$ cat src/rtl/aq_vlsu_ld_align_buffer.sv
// Vector load alignment buffer: packs rotated, partial load beats into
// element-contiguous 64-bit write-back words behind a single output register.
module aq_vlsu_ld_align_buffer (
    input  logic        forever_cpuclk,
    input  logic        cpurst_b,
    input  logic        rtu_yy_xx_flush,
    input  logic        ld_data_vld,
    input  logic [63:0] ld_data,
    input  logic [2:0]  ld_rot,
    input  logic [3:0]  ld_bytes,
    input  logic        ld_last,
    output logic        ld_data_ready,
    output logic        vreg_wdata_vld,
    output logic [63:0] vreg_wdata,
    output logic [7:0]  vreg_wdata_mask,
    output logic [2:0]  vreg_wdata_idx,
    output logic        vreg_wdata_last,
    input  logic        vreg_wdata_ready
);

    typedef enum logic [0:0] {ST_ACC = 1'b0, ST_FLUSH = 1'b1} state_e;

    state_e       state_r, state_nxt_s;
    logic [63:0]  acc_r, acc_nxt_s;
    logic [2:0]   acc_cnt_r, acc_cnt_nxt_s;
    logic         vld_r, last_r;
    logic [63:0]  wdata_r;
    logic [7:0]   mask_r;
    logic [2:0]   idx_r, idx_nxt_r;

    logic [3:0]   combined_s;
    logic [63:0]  extract_s;
    logic [127:0] merged_s;
    logic         slot_free_s, accept_s;
    logic         load_s, load_last_s;
    logic [63:0]  load_data_s;
    logic [7:0]   load_mask_s;

    // Byte enable with the low n bytes set (n >= 8 saturates to all bytes).
    function automatic logic [7:0] low_mask(input logic [3:0] n);
        logic [7:0] m;
        m = 8'h00;
        for (int i = 0; i < 8; i++) begin
            if (4'(i) < n) m[i] = 1'b1;
            else           m[i] = 1'b0;
        end
        return m;
    endfunction

    // Expand a byte enable into a 64-bit bit mask.
    function automatic logic [63:0] byte_expand(input logic [7:0] m);
        logic [63:0] e;
        e = 64'h0;
        for (int i = 0; i < 8; i++) e[i*8 +: 8] = {8{m[i]}};
        return e;
    endfunction

    // Datapath: extract useful bytes and append them after the accumulated bytes.
    always_comb begin
        combined_s  = {1'b0, acc_cnt_r} + ld_bytes;
        extract_s   = (ld_data >> {ld_rot, 3'b000}) & byte_expand(low_mask(ld_bytes));
        merged_s    = {64'h0, acc_r} | ({64'h0, extract_s} << {acc_cnt_r, 3'b000});
        slot_free_s = !vld_r || vreg_wdata_ready;
        ld_data_ready = (state_r == ST_ACC) && slot_free_s;
        accept_s    = ld_data_vld && ld_data_ready;
    end

    // Next-state and slot-load decision.
    always_comb begin
        state_nxt_s   = state_r;
        acc_nxt_s     = acc_r;
        acc_cnt_nxt_s = acc_cnt_r;
        load_s        = 1'b0;
        load_last_s   = 1'b0;
        load_data_s   = 64'h0;
        load_mask_s   = 8'h00;
        case (state_r)
            ST_ACC: begin
                if (accept_s) begin
                    if (!ld_last && (combined_s < 4'd8)) begin
                        acc_nxt_s     = merged_s[63:0];
                        acc_cnt_nxt_s = combined_s[2:0];
                    end else if (ld_last && (combined_s <= 4'd8)) begin
                        load_s        = 1'b1;
                        load_last_s   = 1'b1;
                        load_data_s   = merged_s[63:0];
                        load_mask_s   = low_mask(combined_s);
                        acc_nxt_s     = 64'h0;
                        acc_cnt_nxt_s = 3'd0;
                    end else begin
                        // Full word out; bytes past position 7 wrap to the accumulator base.
                        load_s        = 1'b1;
                        load_data_s   = merged_s[63:0];
                        load_mask_s   = 8'hff;
                        acc_nxt_s     = merged_s[127:64];
                        acc_cnt_nxt_s = combined_s[2:0];
                        if (ld_last) state_nxt_s = ST_FLUSH;
                        else         state_nxt_s = ST_ACC;
                    end
                end else begin
                    state_nxt_s = ST_ACC;
                end
            end
            ST_FLUSH: begin
                if (slot_free_s) begin
                    load_s        = 1'b1;
                    load_last_s   = 1'b1;
                    load_data_s   = acc_r;
                    load_mask_s   = low_mask({1'b0, acc_cnt_r});
                    acc_nxt_s     = 64'h0;
                    acc_cnt_nxt_s = 3'd0;
                    state_nxt_s   = ST_ACC;
                end else begin
                    state_nxt_s = ST_FLUSH;
                end
            end
            default: begin
                state_nxt_s = ST_ACC;
            end
        endcase
    end

    // State, accumulator and output slot registers; flush clears like reset.
    always_ff @(posedge forever_cpuclk) begin
        if (!cpurst_b || rtu_yy_xx_flush) begin
            state_r   <= ST_ACC;
            acc_r     <= 64'h0;
            acc_cnt_r <= 3'd0;
            vld_r     <= 1'b0;
            wdata_r   <= 64'h0;
            mask_r    <= 8'h00;
            idx_r     <= 3'd0;
            idx_nxt_r <= 3'd0;
            last_r    <= 1'b0;
        end else begin
            state_r   <= state_nxt_s;
            acc_r     <= acc_nxt_s;
            acc_cnt_r <= acc_cnt_nxt_s;
            if (load_s) begin
                vld_r     <= 1'b1;
                wdata_r   <= load_data_s;
                mask_r    <= load_mask_s;
                last_r    <= load_last_s;
                idx_r     <= idx_nxt_r;
                idx_nxt_r <= load_last_s ? 3'd0 : idx_nxt_r + 3'd1;
            end else if (vreg_wdata_ready) begin
                vld_r <= 1'b0;
            end else begin
                vld_r <= vld_r;
            end
        end
    end

    assign vreg_wdata_vld  = vld_r;
    assign vreg_wdata      = wdata_r;
    assign vreg_wdata_mask = mask_r;
    assign vreg_wdata_idx  = idx_r;
    assign vreg_wdata_last = last_r;

endmodule

$ cat config.mk
export PLATFORM = sky130hd
export DESIGN_NAME = aq_vlsu_ld_align_buffer
export DESIGN_NICKNAME = d
export VERILOG_FILES = /design/src/rtl/aq_vlsu_ld_align_buffer.sv
export SDC_FILE = /design/constraint.sdc
export NUM_CORES = 1
export LEC_CHECK = 0
export ABC_AREA = 1
export CAP_MARGIN = 20
export CORE_MARGIN = 2
export CORE_UTILIZATION = 35
export DETAILED_ROUTE_END_ITERATION = 8
export PLACE_DENSITY_LB_ADDON = 0.25
export SLEW_MARGIN = 40
export SYNTH_ARGS = -nofsm -noshare
export SYNTH_HDL_FRONTEND = slang
export SYNTH_SLANG_ARGS = --single-unit
$ cat constraint.sdc
create_clock -name forever_cpuclk -period 3.6 [get_ports forever_cpuclk]
set_input_delay 0.72 -clock forever_cpuclk [delete_from_list [all_inputs] [get_ports forever_cpuclk]]
set_output_delay 0.72 -clock forever_cpuclk [all_outputs]
set_load 0.05 [all_outputs]
==> impl_metrics.tcl <==
set metrics [dict create \
    status "completed" \
    cts_setup_buffers 0 \
    clkSinkCount 148 \
    slew_viol_final 0 \
    synth_ff_type "dfxtp_1" \
    total_power_mw 4.97 \
    yosysTopAreaCellShare_pct 26.9 \
    cp-start-kind "input pin" \
    cp_num_buf_inv 2 \
    cts-htree-levels 4 \
    tightest_slew_ps 864 \
    wire_per_inst_um 20.4 \
    synth_cell_types 38 \
    setup_ws_ps 655 \
    drive_gt1_share_pct 5.20 \
    setup_violations 0 \
    clkTransAtPathRegs_ps 60 \
    ys_warn_count 0 \
    cp.arrival_ps 2230 \
    finalClockSkew_ps 16.6 \
    vias 13700 \
    dieHeight_um 181 \
    ios 155 \
    ff_latch_area_um2 2970 \
    cp.required_ps 2880 \
    finish.instance_area_um2 13500 \
    portBuffers 154 \
    start_util_pct 35.8 \
    fin_nets 2089 \
    insertedDiodeCount 0 \
    synth_edf_count 0 \
    die_w_um 181 \
    period_share_pct 81.8 \
    netlist_area_um2 11000 \
    r2r-start "acc_cnt_r[0]" \
    cp_cell_sequence "clkdlybuf4s50_1 > nor2_2 > nor2_2 > clkdlybuf4s50_1" \
    leakagePower_nw 5.34 \
    dpl-instance-area_um2 12800 \
    dr.pass1.iters 6 \
    dp_slack_ps 290 \
    grt_pass1_wl_um 74800 \
    cts_tree "yes" \
    rsz0062_at_grt "false" \
    vdd_ir_drop_max_mv 0.304 \
    cp_slowest_cell "clkdlybuf4s50_1" \
    clockBufferDepth 2 \
    die_area_um2 32900 \
    crit_fanout 3 \
    power_density_nw_per_um2 369 \
    crit_family "buffers and inverters" \
    synth-seq-area-share_pct 26.9 \
    grt_use_total_pct 29.6 \
    totalWireLength_um 49300 \
    area_delta_synth_final_pct 22.4 \
    gp_congestion 0.959 \
    async_flop_share_pct 0 \
    ys_seq_elements 148 \
    cp-startpoint "vreg_wdata_ready" \
    slew_headroom_pct 42.4 \
    grt_max_degree 79 \
    ctsResizeCount 0 \
    drtIter0Drc 1512 \
    rows 64 \
    max_freq_mhz 340 \
    endpoint_kind "output port" \
    core_um2 30700 \
    crit_type "in -> out" \
    routed_via_density 5.66 \
    synth.largest_area_cell "dfxtp_1" \
    clkLatencyLatePin_ps 440 \
    hp-start "vreg_wdata[0]" \
    fill_cells 3261 \
    drc 0 \
    synth.area.top_cells "dfxtp_1 27%, nand2_1 22%, nand3_1 18%" \
    fin_setup_tns_ps 0 \
    antenna_found_initial 2 \
    synthCells 1931 \
    ctsHoldBuffers 0 \
    clockRootBuffer "clkbuf_16" \
    syn-num-nets 2013 \
    yosysMostFrequentCell "nand2_1" \
    numCtsBuffers 17 \
    antenna_left 0 \
    hold_violations 0 \
    cap_violations 0 \
    worstHoldPathType "reg -> reg" \
    hpwl_um 34800 \
    grt-ovfl-total 0 \
    synth_area_per_cell_um2 5.70 \
    multi_input_comb_area_um2 6950 \
    grt_pass1_vias 12700 \
    layout_min_cycle_time_ps 2950 \
    yosys-top-cells-count "642 x nand2_1, 403 x nand3_1, 177 x a21oi_1" \
    slowest_delay_ps 810 \
]
routing by layer:
metal  routed length (um)  track usage (%)
met5                    0                0
met4                 2220             12.7
met3                 3190             4.21
met2                23100             49.7
met1                20800             37.8
placed cells by master (no fill, tap or decap), drive strengths merged, types with 18 or more instances in the layout:
| cell | netlist | final |
|---|---|---|
| clkbuf | 63 | 18 |
| a21oi | 178 | 178 |
| o21ai | 94 | 94 |
| clkdlybuf4s50 | 0 | 152 |
| nand4 | 30 | 30 |
| inv | 118 | 123 |
| a31oi | 21 | 21 |
| nand3 | 404 | 404 |
| dfxtp | 148 | 148 |
| nor2 | 95 | 95 |
| nor3 | 21 | 21 |
| buf | 74 | 42 |
| nand2 | 648 | 648 |
worst min-delay path: stages (launching register included):
cell	delay, ps
dfxtp_1	310
nand2_1	60
a21oi_1	50
logic make-up (layout without fill, tap and decap cells):
kind of cell / Yosys count / after routing / share of synthesized area, %
simple gates: 1205 / 1205 / 47.1
compound gates: 313 / 313 / 15.2
buf+inv: 260 / 349 / 10.1
flops: 148 / 148 / 26.9
fa+ha+maj: 5 / 5 / 0.636
area by class of cell:
| cell class | count | share of cell area (%) |
|---|---|---|
| timing repair buffer | 194 | 14.6 |
| inverter | 123 | 3.49 |
| sequential | 148 | 22.0 |
| clock buffer | 18 | 3.19 |
| multi-input combinational | 1523 | 51.6 |
| tap | 396 | 3.68 |
| clock inverter | 14 | 1.50 |
state kept, by name, summed over array words and instances (netlist names):
name	count
vreg_wdata	64
state_r	1
vreg_wdata_vld	1
vreg_wdata_mask	8
vreg_wdata_idx	3
idx_nxt_r	3
acc_cnt_r	3
acc_r	64
vreg_wdata_last	1
per-stage QoR:
step                util [%]  std cells  hold slack, ps
global route            43.8       2416             482
global placement        41.7       2384             451
floorplan                  -       1931             445
detailed placement      41.7       2384             457
finish                  43.8       2416             466
CTS                     43.8       2416             467
power breakdown:
part           switching, mW  internal, mW
combinational          0.919         0.399
sequential            0.0267          1.68
clock                  0.783          1.17
path summary, 6_finish.rpt:
check                   to  slack, ps  cells after the start
min reg2reg  vreg_wdata[0]        470                      2
max          ld_data_ready        650                      4
min          vreg_wdata[0]        470                      2
max reg2reg      acc_r[20]       1140                     14
(Power assumes the default switching activity.)
